`config.mk`:
```
export PLATFORM = sky130hd
export DESIGN_NAME = uart_frame_sched
export DESIGN_NICKNAME = d
export VERILOG_FILES = /design/src/rtl/uart_frame_pkg.sv /design/src/rtl/uart_frame_sched_rr_arbiter.sv /design/src/rtl/uart_frame_sched.sv
export SDC_FILE = /design/constraint.sdc
export NUM_CORES = 1
export LEC_CHECK = 0
export CORE_AREA = 2 2 74 76
export CTS_CLUSTER_SIZE = 12
export DETAILED_ROUTE_END_ITERATION = 10
export DIE_AREA = 0 0 76 78
export PLACE_DENSITY_LB_ADDON = 0.12
export SLEW_MARGIN = 20
export SYNTH_ARGS = -nofsm -noshare
export SYNTH_HDL_FRONTEND = slang
export SYNTH_HIERARCHICAL = 1
export SYNTH_SLANG_ARGS = --single-unit
export TNS_END_PERCENT = 30
```
`constraint.sdc`:
```
create_clock -name clk -period 3.35 [get_ports clk]
set_input_delay 0.67 -clock clk [delete_from_list [all_inputs] [get_ports clk]]
set_output_delay 0.67 -clock clk [all_outputs]
set_load 0.01 [all_outputs]
```
`src/rtl/uart_frame_pkg.sv`:
```
// Shared encodings for the UART frame scheduler: FSM states and fixed frame fields.
package uart_frame_pkg;

  typedef enum logic [2:0] {
    ST_IDLE = 3'd0,
    ST_SYNC = 3'd1,
    ST_ID   = 3'd2,
    ST_DATA = 3'd3,
    ST_CHK  = 3'd4
  } state_e;

  localparam logic [7:0] SYNC_BYTE_DEF = 8'hA5;
  localparam logic [3:0] ID_NIBBLE     = 4'h0;

endpackage

```
`src/rtl/uart_frame_sched_rr_arbiter.sv`:
```
// Combinational round-robin arbiter: search starts one above last_grant and wraps upward.
module rr_arbiter #(
  parameter int N = 4,
  localparam int IW = (N > 1) ? $clog2(N) : 1
) (
  input  logic [N-1:0]  req,
  input  logic [IW-1:0] last_grant,
  output logic [N-1:0]  grant,
  output logic [IW-1:0] idx
);

  logic          w_found;
  logic [IW-1:0] w_c;

  always_comb begin
    grant   = '0;
    idx     = '0;
    w_found = 1'b0;
    w_c     = '0;
    for (int k = 1; k <= N; k++) begin
      w_c = IW'((int'(last_grant) + k) % N);
      if (!w_found && req[w_c]) begin
        w_found  = 1'b1;
        grant[w_c] = 1'b1;
        idx      = w_c;
      end
    end
  end

endmodule

```
`src/rtl/uart_frame_sched.sv`:
```
// Round-robin scheduler that frames requester samples into the UART TX FIFO.
// Define UART_FRAME_CHKSUM_EN to append a two's-complement checksum byte.
module uart_frame_sched
  import uart_frame_pkg::*;
#(
  parameter int         NUM_REQ    = 4,
  parameter int         DATA_BYTES = 2,
  parameter logic [7:0] SYNC_BYTE  = SYNC_BYTE_DEF
) (
  input  logic                            clk,
  input  logic                            rst,
  input  logic [NUM_REQ-1:0]              req,
  input  logic [NUM_REQ*DATA_BYTES*8-1:0] req_data,
  output logic [NUM_REQ-1:0]              ack,
  input  logic                            tx_full,
  output logic                            tx_en,
  output logic [7:0]                      tx_data,
  output logic                            busy
);

  localparam int IW = (NUM_REQ > 1) ? $clog2(NUM_REQ) : 1;
  localparam int PW = DATA_BYTES * 8;

  state_e              r_state, w_next;
  logic [IW-1:0]       r_last, r_idx, w_idx;
  logic [NUM_REQ-1:0]  w_grant;
  logic [PW-1:0]       r_shift;
  logic [2:0]          r_cnt;
  logic [PW-1:0]       w_pay [NUM_REQ];
  logic                w_any, w_last_byte;
  logic [7:0]          w_id_byte;
`ifdef UART_FRAME_CHKSUM_EN
  logic [7:0]          r_chk;
`endif

  for (genvar g = 0; g < NUM_REQ; g++) begin : g_pay
    assign w_pay[g] = req_data[g*PW +: PW];
  end

  rr_arbiter #(.N(NUM_REQ)) u_arb (
    .req        (req),
    .last_grant (r_last),
    .grant      (w_grant),
    .idx        (w_idx)
  );

  assign w_any       = |req;
  assign w_id_byte   = {ID_NIBBLE, 4'(r_idx)};
  assign w_last_byte = (r_cnt == 3'(DATA_BYTES - 1));

  always_ff @(posedge clk) begin
    if (rst) r_state <= ST_IDLE;
    else     r_state <= w_next;
  end

  always_comb begin
    w_next = r_state;
    case (r_state)
      ST_IDLE: if (w_any) w_next = ST_SYNC;
      ST_SYNC: if (tx_en) w_next = ST_ID;
      ST_ID:   if (tx_en) w_next = ST_DATA;
      ST_DATA: if (tx_en && w_last_byte) begin
`ifdef UART_FRAME_CHKSUM_EN
        w_next = ST_CHK;
`else
        w_next = ST_IDLE;
`endif
      end
`ifdef UART_FRAME_CHKSUM_EN
      ST_CHK:  if (tx_en) w_next = ST_IDLE;
`endif
      default: w_next = ST_IDLE;
    endcase
  end

  // Byte writes are gated only by tx_full, so a stall simply holds the current byte.
  always_comb begin
    ack     = '0;
    tx_en   = 1'b0;
    tx_data = 8'h00;
    busy    = (r_state != ST_IDLE);
    case (r_state)
      ST_IDLE: ack = w_grant;
      ST_SYNC: begin tx_en = !tx_full; tx_data = SYNC_BYTE; end
      ST_ID:   begin tx_en = !tx_full; tx_data = w_id_byte; end
      ST_DATA: begin tx_en = !tx_full; tx_data = r_shift[PW-1 -: 8]; end
`ifdef UART_FRAME_CHKSUM_EN
      ST_CHK:  begin tx_en = !tx_full; tx_data = ~r_chk + 8'd1; end
`endif
      default: ;
    endcase
  end

  always_ff @(posedge clk) begin
    if (rst) begin
      r_last  <= IW'(NUM_REQ - 1);
      r_idx   <= '0;
      r_shift <= '0;
      r_cnt   <= '0;
`ifdef UART_FRAME_CHKSUM_EN
      r_chk   <= '0;
`endif
    end else begin
      case (r_state)
        ST_IDLE: begin
          r_cnt <= '0;
`ifdef UART_FRAME_CHKSUM_EN
          r_chk <= '0;
`endif
          if (w_any) begin
            r_shift <= w_pay[w_idx];
            r_idx   <= w_idx;
            r_last  <= w_idx;
          end
        end
`ifdef UART_FRAME_CHKSUM_EN
        ST_ID: if (tx_en) r_chk <= r_chk + w_id_byte;
`endif
        ST_DATA: if (tx_en) begin
          r_shift <= r_shift << 8;
          r_cnt   <= w_last_byte ? 3'd0 : r_cnt + 3'd1;
`ifdef UART_FRAME_CHKSUM_EN
          r_chk   <= r_chk + r_shift[PW-1 -: 8];
`endif
        end
        default: ;
      endcase
    end
  end

endmodule

```
Word-level counts from Yosys, hierarchy flattened
Index checks and enable logic that the tools add are counted.

word-level totals
  bits in registers = 26
  logic and storage cells = 97

operators by class
  $add $sub $neg = 5
  $lt $le $gt $ge = 9
  mux-type cells = 44
  bitwise gates (word level) = 4
  equal/unequal tests = 9
  reductions and logical operators = 21

operators with widths
  operator               count
  $mux W16               4
  $bmux W16 S2           1
  $pmux W16 S2           1
  $pmux W8 S3            1
  $mux W4                5
  $mux W3                6
  $lt A2 B3 Y1 const B   4
  $mux W1                12
  $or A4 B4 Y4           3
  $pmux W3 S4            1
  $ne A2 B2 Y1 const B   5
  $bmux W1 S2            4
  $demux W1 S2           4
  $ge A2 B1 Y1 const B   4
  $logic_and A1 B1 Y1    8
  $mux W2                4
  $eq A3 B1 Y1 const B   2
  $eq A3 B2 Y1 const B   2
  $pmux W3 S2            1
  $add A2 B1 Y2 const B  2
  $add A2 B2 Y2 const B  2
  $logic_not A1 Y1       4
  $reduce_and A2 Y1      2
  $reduce_and A4 Y1      1
  9 further kinds        9

Longest topological paths before layout
  depth after elaboration = 19
  mapped depth = 11
  gate-level depth less buffers = 8

Hierarchy
The synthesis kept the hierarchy.

by module, submodules not included
  module            times used  area an instance (sq um)  cells an instance
  uart_frame_sched  1           1,666.6                   172
  rr_arbiter        1           490.5                     59

Least setup slack after synthesis
No wires, ideal clock.

  kind = reg2reg
  from = register r_last[0]
  to = register r_shift[0]
  stages on the path, launching flop included = 12
  arrival time = 2.888 ns
  path slack = 0.334 ns
  buffers on the path = 3
  setup time = 0.128 ns
  clock period less this slack = 3.016 ns
  path through = dfxtp_1 > buf_4 > inv_1 > ha_1 > mux4_2 > o21ai_1 > a2bb2oi_1 > buf_6 > buf_6 > mux4_2 > a22oi_1 > nor2_1

on the way
  word-level cells in the longest chain between the ends = 19
  elaborated cells between the ends (all ways) = 31
  those cells by class = add/sub (4); mux (20); bitwise (1); reduce/logical (6)

RTL lines
  what                                             RTL line                           RTL
  start, declared                                  uart_frame_sched.sv:25             logic [IW-1:0] r_last, r_idx, w_idx;
  start signal, assigned                           uart_frame_sched.sv:96             r_last <= IW'(NUM_REQ - 1);
  start signal, assigned                           uart_frame_sched.sv:113            r_last <= w_idx;
  $add A2 B1 Y2                                    uart_frame_sched_rr_arbiter.sv:21  w_c = IW'((int'(last_grant) + k) % N);
  $bmux W1 S2                                      uart_frame_sched_rr_arbiter.sv:22  if (!w_found && req[w_c]) begin
  $mux W1 (not written as such)                    uart_frame_sched_rr_arbiter.sv:22
  $mux W1                                          uart_frame_sched_rr_arbiter.sv:22
  $logic_not A1 Y1                                 uart_frame_sched_rr_arbiter.sv:22
  $logic_and A1 B1 Y1                              uart_frame_sched_rr_arbiter.sv:22
  $mux W1                                          uart_frame_sched_rr_arbiter.sv:22
  $logic_not A1 Y1                                 uart_frame_sched_rr_arbiter.sv:22
  [... 3 more ...]                                 n/a
  $logic_and A1 B1 Y1                              uart_frame_sched_rr_arbiter.sv:22
  $mux W2 (*)                                      uart_frame_sched_rr_arbiter.sv:22
  named net w_idx[0]                               uart_frame_sched.sv:25
  $not A2 Y3 (not written as such) (*)             uart_frame_sched.sv:111            r_shift <= w_pay[w_idx];
  $bmux W16 S2 (*)                                 uart_frame_sched.sv:111
  $mux W16 (not written as such) (*) (2 in a row)  uart_frame_sched.sv:111
  $mux W16 (*)                                     uart_frame_sched.sv:110            if (w_any) begin
  $pmux W16 S2 (*)                                 uart_frame_sched.sv:104            case (r_state)
  end signal, assigned                             uart_frame_sched.sv:111
  end signal, assigned                             uart_frame_sched.sv:120            r_shift <= r_shift << 8;
  end, declared                                    uart_frame_sched.sv:27             logic [PW-1:0] r_shift;

Mark *: on every way through the listed nets, which the timed path passes. The rest lies on a longest branch. The select of a mux whose other input is x is not followed.
A chain may end at the register's enable or synchronous reset.

Final worst setup path
  from = input port req[2]
  to = output port ack[0]

on the way
  word-level cells in the longest chain between the ends = 13
  elaborated cells between the ends (all ways) = 25
  those cells by class = mux (16); bitwise (3); reduce/logical (6)

RTL lines
  what                           RTL line                           RTL
  start, declared                uart_frame_sched.sv:12             input logic [NUM_REQ-1:0] req,
  $bmux W1 S2                    uart_frame_sched_rr_arbiter.sv:22
  $mux W1 (not written as such)  uart_frame_sched_rr_arbiter.sv:22
  $mux W1                        uart_frame_sched_rr_arbiter.sv:22
  $logic_not A1 Y1               uart_frame_sched_rr_arbiter.sv:22
  $logic_and A1 B1 Y1            uart_frame_sched_rr_arbiter.sv:22
  $mux W1                        uart_frame_sched_rr_arbiter.sv:22
  $logic_not A1 Y1               uart_frame_sched_rr_arbiter.sv:22
  $logic_and A1 B1 Y1            uart_frame_sched_rr_arbiter.sv:22
  $mux W1                        uart_frame_sched_rr_arbiter.sv:22
  $logic_not A1 Y1               uart_frame_sched_rr_arbiter.sv:22
  $logic_and A1 B1 Y1            uart_frame_sched_rr_arbiter.sv:22
  $mux W4 (*)                    uart_frame_sched_rr_arbiter.sv:22
  named net w_grant[0]           uart_frame_sched.sv:26             logic [NUM_REQ-1:0] w_grant;
  $mux W4 (*)                    uart_frame_sched.sv:82             case (r_state)
  end, declared                  uart_frame_sched.sv:14             output logic [NUM_REQ-1:0] ack,

Marks and branches as above.

==> out/metrics.yaml <==
route:
  drtAntennaViolNets: 0
  drtIter0Drc: 171
  first_pass_iters: 4
  vias: 2155
  routed_wl_um: 5500
  drt-wirelength-per-cell_um: 13.9
  routed_via_density: 5.44
  drc: 0
placed_design:
  pre_cts_slack_ns: -0.174
  gp_congestion: 0.901
  portBuffers: 84
  dp_hpwl_um: 4290
cts:
  cts_tree: "done"
  h-tree-depth: 1
  cts-buffers-inserted: 3
  clock-sinks: 25
  clkSlewWorstSetupHoldPaths_ns: 0.09
  clkLatencyLatePin_ns: 0.28
  ctsRootBufferMaster: "clkbuf_8"
  clockBufferDepth: 2
timing:
  timing.fmax_ghz: 0.305
  rsz0062_at_grt: "false"
  report.final.slew_viol_count: 0
  finalSetupViolCount: 0
  setup_tns_ns: 0
  max_slew_margin_pct: 51.8
  tightest_slew_ns: 0.721
  hold_viol_final: 0
  final.period_utilization_pct: 97.9
  timing.final.crit_period_ns: 3.28
  clock_skew_ns: 0.00554
  setup_slack_ns: 0.0704
global_routing:
  grt_max_degree: 21
  overflow: 0
  antenna_found_initial: 0
  grt_pass1_vias: 2086
  grt_use_total_pct: 19.0
  grt_pass1_wl_um: 9380
power:
  internal_power_uw: 1650
  switchingPower_uw: 1210
  power_leakage_uw: 0.00131
  switching_share_pct: 42.2
  p_comb_share_pct: 76.3
  pwr-share-clk_pct: 6.5
  p_per_area_nw_per_um2: 881
  seqPwrFrac_pct: 17.2
  peakVddDrop_v: 0.000594
synthesis:
  ys_seq_area_share_pct: 23.2
  synth_xor_area_share_pct: 0
  avgSynthCellArea_um2: 9.34
  ys_types: 49
  syn_nets: 316
  synth_area_um2: 2160
  synth.mux.area_fraction_pct: 19.3
  synth_top_family_by_area: "compound AO/OA/AOI/OAI gates"
  synth_compound_area_share_pct: 26.9
  synthSimpleGateAreaFrac_pct: 16.2
  synthCells: 231
  ys_ff_latch: 25
  ys_warn_count: 6
  synth-adder-area-share_pct: 8.12
worst_setup_path:
  worstSetupPathType: "in -> out"
  regToRegSetupSlack_ns: 0.37
  timing.rr.end: "r_shift[1]$_SDFFE_PP0P_"
  worstSetupStartpointType: "input port"
  critPathCaptureType: "output port"
  crit_fanout: 8
  crit_required_ns: 2.68
  reg2reg_depth: 10
  cp.arrival_ns: 2.61
  reg2reg_from: "r_last[0]$_SDFFE_PP1P_"
die:
  io_pins: 85
  initial_utilization_pct: 42.8
  fp.dieW_um: 76
  dieArea_um2: 5930
  core_area_um2: 5040
  rows: 26
  die_y_um: 78
finish:
  layout.nets: 412
  nFillCells: 427
  antenna_cells: 0
  drive_gt1_share_pct: 19.6
  syn2layout_area_growth_pct: 50.6
worst_hold_path:
  hold_path.class: "reg -> reg"
  min_path_cells: 2
  hp-start: "r_idx[0]$_SDFFE_PP0P_"
  hold-path-endpoint: "r_idx[0]$_SDFFE_PP0P_"
run:
  cap_viol_max_count: 0
run_status:
  status: "complete, no violations"
-- how the worst max path moves through the flow --
stage	endpoint	start	slack [ns]	depth (start not counted)
final	ack[0]	req[2]	0.07	6
after global routing	ack[0]	req[2]	0.003	6
after CTS	ack[1]	r_last[1]$_SDFFE_PP1P_	0.06	8
after detailed placement	ack[1]	req[2]	-0.17	7
after global placement	ack[1]	req[3]	-0.16	7
after floorplan	r_shift[0]$_SDFFE_PP0P_	r_last[0]$_SDFFE_PP1P_	0.33	11
-- cells by family (layout without fill, tap and decap cells) --
group	Yosys count	in the layout
buffers and inverters	24	118
adder cells (fa/ha/maj)	14	14
multiplexers	19	20
AO/OA/AOI/OAI	78	78
AND/OR/NAND/NOR	71	71
flip-flops	25	25
-- Yosys cell counts, drive strengths merged --
cell,number,share of area (%)
clkinv,1,0.17
a22oi,12,4.4
a21oi,26,7.3
o31ai,1,0.35
nand3,4,0.93
mux4,18,19
a41o,1,0.46
a221o,4,1.9
o31a,1,0.41
nor3,2,0.46
o22ai,1,0.29
ha,14,8.1
o41ai,3,2.4
nor3b,1,0.35
o21ai,19,4.4
a211oi,4,2.2
mux2,1,0.52
buf,10,3.8
inv,9,1.6
o211ai,1,0.35
nand3b,1,0.35
clkbuf,4,0.75
or3,1,0.29
and3,1,0.29
and3b,2,0.81
nor4,1,0.99
a211o,2,0.87
nor2,19,3.5
and2,8,2.3
a2bb2oi,1,0.41
a32o,1,0.46
a221oi,1,0.70
nand2,29,5.0
and2b,2,0.81
dfxtp,25,23
-- layer usage --
metal / wire length (µm) / global-route usage, % / vias up
met5: 0 / 0 / -
met4: 33 / 2.91 / 0
met3: 319 / 3.26 / 5
met2: 2750 / 34.4 / 84
met1: 2400 / 24.4 / 1004
li1: - / - / 1062
-- layout make-up --
| cell class | count | area, µm² | area share (%) |
|---|---|---|---|
| timing repair buffer | 104 | 1010 | 31.2 |
| multi-input combinational | 183 | 1570 | 48.2 |
| clock inverter | 1 | 5.00 | 0.154 |
| tap | 70 | 87.6 | 2.70 |
| clock buffer | 3 | 41.3 | 1.27 |
| sequential | 25 | 500 | 15.4 |
| inverter | 10 | 37.5 | 1.16 |
-- state kept, by name, summed over array words and instances (netlist names) --
register  count
r_cnt         3
r_idx         2
r_last        2
r_shift      16
r_state       2
-- cells in the final DEF, fill, tap and decap left out, types with 2 or more instances in the layout --
cell,n
a21oi_1,19
nand2_1,29
nand3_1,4
a22oi_1,11
buf_4,18
o21ai_1,6
and2_1,8
dlymetal6s2s_1,2
mux4_2,18
clkbuf_8,3
nor2_2,2
o21ai_0,13
ha_1,13
nor2_1,17
nor3_1,2
dfxtp_1,25
a221o_1,4
a211oi_1,2
and3b_1,2
clkdlybuf4s50_1,78
a21oi_2,7
inv_1,9
buf_12,2
dlygate4sd2_1,3
-- metrics by stage --
stage          std cells  instance area (µm²)  hold slack, ns  total power, µW  utilization, %
6_report             396                 3250           0.464             2860            64.4
5_1_grt              396                 3250           0.499             3110            64.4
4_1_cts              395                 3230           0.464             2860            64.0
3_5_place_dp         389                 3150           0.453             2640            62.5
3_3_place_gp         389                 3150           0.455             2620            62.5
2_1_floorplan        231                 2160           0.436             2020               -
-- power by group through the flow --
stage	Combinational, µW	Clock [µW]	Sequential [µW]
global placement	2120	0	496
finish	2180	185	493
floorplan	1520	0	498
CTS	2180	187	494
detailed placement	2140	0	500
global route	2400	196	510
-- worst max-delay path, cell delays in order --
cell             delay [ns]
dlygate4sd2_1          0.31
mux4_2                 0.57
a211oi_4               0.25
a221o_1                0.17
and2_1                 0.11
clkdlybuf4s50_1        0.52
-- repair_timing --
action	CTS	global route
endpoints found under the setup margin	4	4
hold buffers	0	0
gates resized for setup	4	6
pin swaps	0	0
cloned	1	0
buffers inserted	1	1
Power figures use the tool's default switching activity.
==> RTL edit 1: new RTL, config.mk and constraints unchanged <==
Encoding of `state_e`: now one-hot (5 bits for 5 states).
--- a/src/rtl/uart_frame_pkg.sv
+++ b/src/rtl/uart_frame_pkg.sv
@@ -3,8 +3,8 @@
 
-  typedef enum logic [2:0] {
-    ST_IDLE = 3'd0,
-    ST_SYNC = 3'd1,
-    ST_ID   = 3'd2,
-    ST_DATA = 3'd3,
-    ST_CHK  = 3'd4
+  typedef enum logic [4:0] {
+    ST_IDLE = 5'b00001,
+    ST_SYNC = 5'b00010,
+    ST_ID   = 5'b00100,
+    ST_DATA = 5'b01000,
+    ST_CHK  = 5'b10000
   } state_e;
Formal check against the unedited RTL: same outputs for any inputs over 4 cycles, from zero or initial values and one cycle with rst high; so few cycles prove little.
==> RTL edit 1 against the unedited design <==
Sequential power down 1%; non-clock buffer count grew 4; global-route usage grew 1.5 points; power is 25% lower; register-to-register slack improved by 70 ps; sequential cell count is 2 higher; final area increased by 5.9%; die area is the same; synthesized area is 7.4% higher; largest cell class unchanged; wire length grew 14%; highest routed layer unchanged; setup slack gained 200 ps; maximum frequency increased by 6.6%; combinational power shrank 32%; count of clock-buffer cells in the layout did not move.
==> RTL edit 1: results (changes against the unedited design) <==
Placement
  • DP Wirelength: 4870 um (was 4290 um)
  • Placed Area: 3360 um^2 (was 3150 um^2)
  • Placer Congestion: 0.848 (was 0.901)
  • Inst Count DP: 405 (was 389)
  • I/O Buffers: 84 (unchanged)

Worst setup path
  • CP arrival: 2410 ps (was 2610 ps)
  • Crit Path Max Fanout: 7 (was 8)
  • Start of the worst register-to-register path: r_last[0] (unchanged)
  • Worst-case reg-to-reg path depth: 9 (was 10)
  • Reg-to-reg critical path endpoint: r_shift[3] (was r_shift[1])
  • Flop-to-flop setup slack: 440 ps (was 370 ps)

Detailed routing
  • DRT Pass-1 Iters: 5 (was 4)
  • Final WL: 6300 um (was 5500 um)
  • Routed wire per std cell: 15.4 um (was 13.9 um)
  • Detailed-route via count: 2294 (was 2155)
  • Initial DRC Count: 89 (was 171)

Synthesis
  • Net Count, Synth: 323 (was 316)
  • Post-synthesis sequential area ratio: 23.3% (was 23.2%)
  • Yosys cell types: 60 (was 49)
  • Synth async-reset ratio: 0% (unchanged)
  • List of most frequent post-synthesis cells: nand2_1, dfxtp_1, a21oi_1 (unchanged)
  • Main synth FF type: dfxtp_1 (unchanged)
  • Post-synthesis cell count: 244 (was 231)
  • Synth top area cells: dfxtp_1, mux4_2, nand2_1 (was dfxtp_1, mux4_2, ha_1)
  • Warnings, synthesis: 6 (unchanged)

Global routing
  • Initial antenna violation count: 0 (unchanged)
  • GRT Total Usage: 20.5% (was 19.0%)
  • Global-route wire length before repair: 10100 um (was 9380 um)
  • Vias in the first global route: 2212 (was 2086)
  • Largest net degree at the start of global routing: 25 (was 21)

Worst hold path
  • Hold depth: 2 (unchanged)
  • Worst Hold End: r_idx[1] (was r_idx[0])
  • Hold path startpoint: r_idx[1] (was r_idx[0])
  • Min-delay worst type: reg -> reg (unchanged)

Clock tree
  • Worst-path clk slew: 90 ps (about the same)
  • Total CTS buffers: 3 (unchanged)
  • Clock root cell: clkbuf_8 (unchanged)
  • Clock Latency Late Sink: 270 ps
  • Max Buffers Root-to-Sink: 2 (unchanged)
  • CTS H-Tree Depth: 1 (unchanged)

STA
  • Slew @ Worst Pin: 941 ps (was 721 ps)
  • Post-Route Skew: 3.06 ps (was 5.54 ps)

Final layout
  • Fin nets: 420 (was 412)
  • Ratio of cells with drive above 1 in the final layout: 22.6% (was 19.6%)
  • Ant. Diodes: 0 (unchanged)
  • Biggest registers after layout: r_shift x16, r_state x4, r_cnt x3 (was r_shift x16, r_cnt x3)

Pwr
  • VDD IR-drop max: 0.417 mV (was 0.594 mV)
  • NetSw: 0.869 mW (was 1.21 mW)
  • Leak: 1.34 nW (was 1.31 nW)

Status
  • Outcome: complete, no violations (unchanged)
## RTL edit 1: cell count changes after synthesis, sizes merged, moves of 4 or more
cell | unedited run | this run
o21ai | 19 | 13
a21oi | 26 | 22
ha | 14 | 8
nor2 | 19 | 23
a211oi | 4 | 10
## RTL edit 1: timing repair
item                                    4_1_cts  5_1_grt
pin swaps                                     1        3
endpoints found under the setup margin        4        3
hold buffers                                  0        0
endpoints found under the hold margin         0        0
gates resized for setup                       8        5
gates cloned                                  0        1
buffers inserted                              0        0
## RTL edit 1: metal layers
layer  up-vias  wire [um]  global-route usage [%]  part of all wire (%)
met5         -          0                       0                     0
li1       1126          -                       -                     -
met4         0         54                    4.55                  0.86
met3         4        289                    2.09                   4.6
met2        74       3280                    37.8                    52
met1      1090       2670                    26.1                    42
## RTL edit 1: worst max-delay path by stage
| stage | slack (ps) | cells past startpoint | start | to |
|---|---|---|---|---|
| 2_1_floorplan | 90 | 11 | r_last[0] | r_shift[3] |
| 5_1_grt | 200 | 8 | req[2] | ack[1] |
| 3_3_place_gp | -150 | 6 | req[3] | ack[2] |
| 6_report | 270 | 7 | req[1] | ack[1] |
| 4_1_cts | 10 | 6 | req[1] | ack[3] |
| 3_5_place_dp | -220 | 6 | req[3] | ack[1] |
## RTL edit 1: cell families (layout without fill, tap and decap cells)
logic type	after synthesis	after routing	share of synthesized area, %
xor+xnor	2	2	0.756
flops	27	27	23.3
fa+ha+maj	8	8	4.32
buf+inv	26	121	5.73
mux	19	20	18.0
simple gates	83	83	20.6
compound gates	79	79	27.2
## RTL edit 1: power groups by stage
| stage | logic (mW) | registers, mW | clock network, mW |
|---|---|---|---|
| after floorplan | 1.02 | 0.481 | 0 |
| final | 1.48 | 0.488 | 0.186 |
| after detailed placement | 1.47 | 0.494 | 0 |
| after global placement | 1.45 | 0.491 | 0 |
| after global routing | 1.62 | 0.501 | 0.201 |
| after CTS | 1.47 | 0.487 | 0.189 |
## RTL edit 1: critical path: stages
cell and delay (ps):
dlygate4sd2_1 300, mux4_1 590, nand2_1 110, o21ai_1 70, a221o_1 260, and2_1 130
dlygate4sd2_1 280
## RTL edit 1: layout make-up
cell class	instances	area (um^2)
tap	70	87.6
multi-input combinational	192	1680
clock buffer	3	41.3
sequential	27	541
inverter	9	33.8
clock inverter	1	7.51
fill	425	1600
timing repair buffer	108	1050
## RTL edit 1: per-stage QoR
step | setup slack (ps) | total power, mW | hold slack [ps] | TNS [ps]
2_1_floorplan | 90.9 | 1.50 | 432 | 0
3_3_place_gp | -148 | 1.94 | 443 | -1400
3_5_place_dp | -216 | 1.96 | 447 | -2200
4_1_cts | 11.4 | 2.15 | 462 | 0
5_1_grt | 200 | 2.32 | 502 | 0
6_report | 275 | 2.15 | 466 | 0
==> RTL edit 2: new RTL, same flow settings <==
Without the edit above. `NUM_REQ`: 4 -> 16.
--- a/src/rtl/uart_frame_sched.sv
+++ b/src/rtl/uart_frame_sched.sv
@@ -5,3 +5,3 @@
 #(
-  parameter int         NUM_REQ    = 4,
+  parameter int         NUM_REQ    = 16,
   parameter int         DATA_BYTES = 2,
Ports: changed (resized ack, req and req_data); port bits go from 85 to 301. No check against the original RTL was run, so the function may have changed too.
==> RTL edit 2 against the unedited design <==
The flow now stops in 3_1_place_gp_skip_io; synthesized area grew to 3.5 times the old value; synthesized cell count grew to 3.8 times the old value.
==> RTL edit 2: results (changes against the unedited design) <==
Synthesis
  • Synth top area cells: mux4_2, dfxtp_1, mux2i_1 (was dfxtp_1, mux4_2, ha_1)
  • Warnings, synthesis: 6 (unchanged)
  • Top cell type's share of synthesized area: 27.5% (was 23.2%)
  • List of most frequent post-synthesis cells: mux4_2, nand2_1, nand3_1 (was nand2_1, dfxtp_1, a21oi_1)
  • Syn Area/Cell: 8.56 um^2 (was 9.34 um^2)
  • Net Count, Synth: 1186 (was 316)
  • Main synth FF type: dfxtp_1 (unchanged)
  • Synth async-reset ratio: 0% (unchanged)
  • Flops & latches, synth: 29 (was 25)
  • Post-synthesis sequential area ratio: 7.63% (was 23.2%)
  • Yosys cell types: 88 (was 49)

Status
  • Halt Reason: [ERROR FLW-0024] Place density exceeds 1.0 (current PLACE_DENSITY_LB_ADDON =  0.12). Please check if the value of  PLACE_DENSITY_LB_ADDON is between 0 and 0.99.
  • Stopped at: 3_1_place_gp_skip_io
  • Outcome: did not finish (was complete, no violations)

Die
  • Num rows: 26 (unchanged)
==> RTL edit 2: changes by cell type after synthesis, sizes merged, moves of 20 or more <==
cell    unedited run  this run
mux4              18        93
nand3              4        68
nand2             29        84
clkbuf             4        50
mux2i              0        45
nor2              19        58
buf               10        37
nor3               2        22
==> RTL edit 2: cells by family after synthesis <==
family                     after synthesis  synth area share [%]
AOI/OAI and AO/OA                      218                  21.3
xor gates and xnor gates                14                  1.71
and+or+nand+nor                        338                  23.6
DFF                                     29                  7.63
buffers and inverters                  118                  6.89
adders and majority gates               22                  3.62
muxes                                  150                  35.2
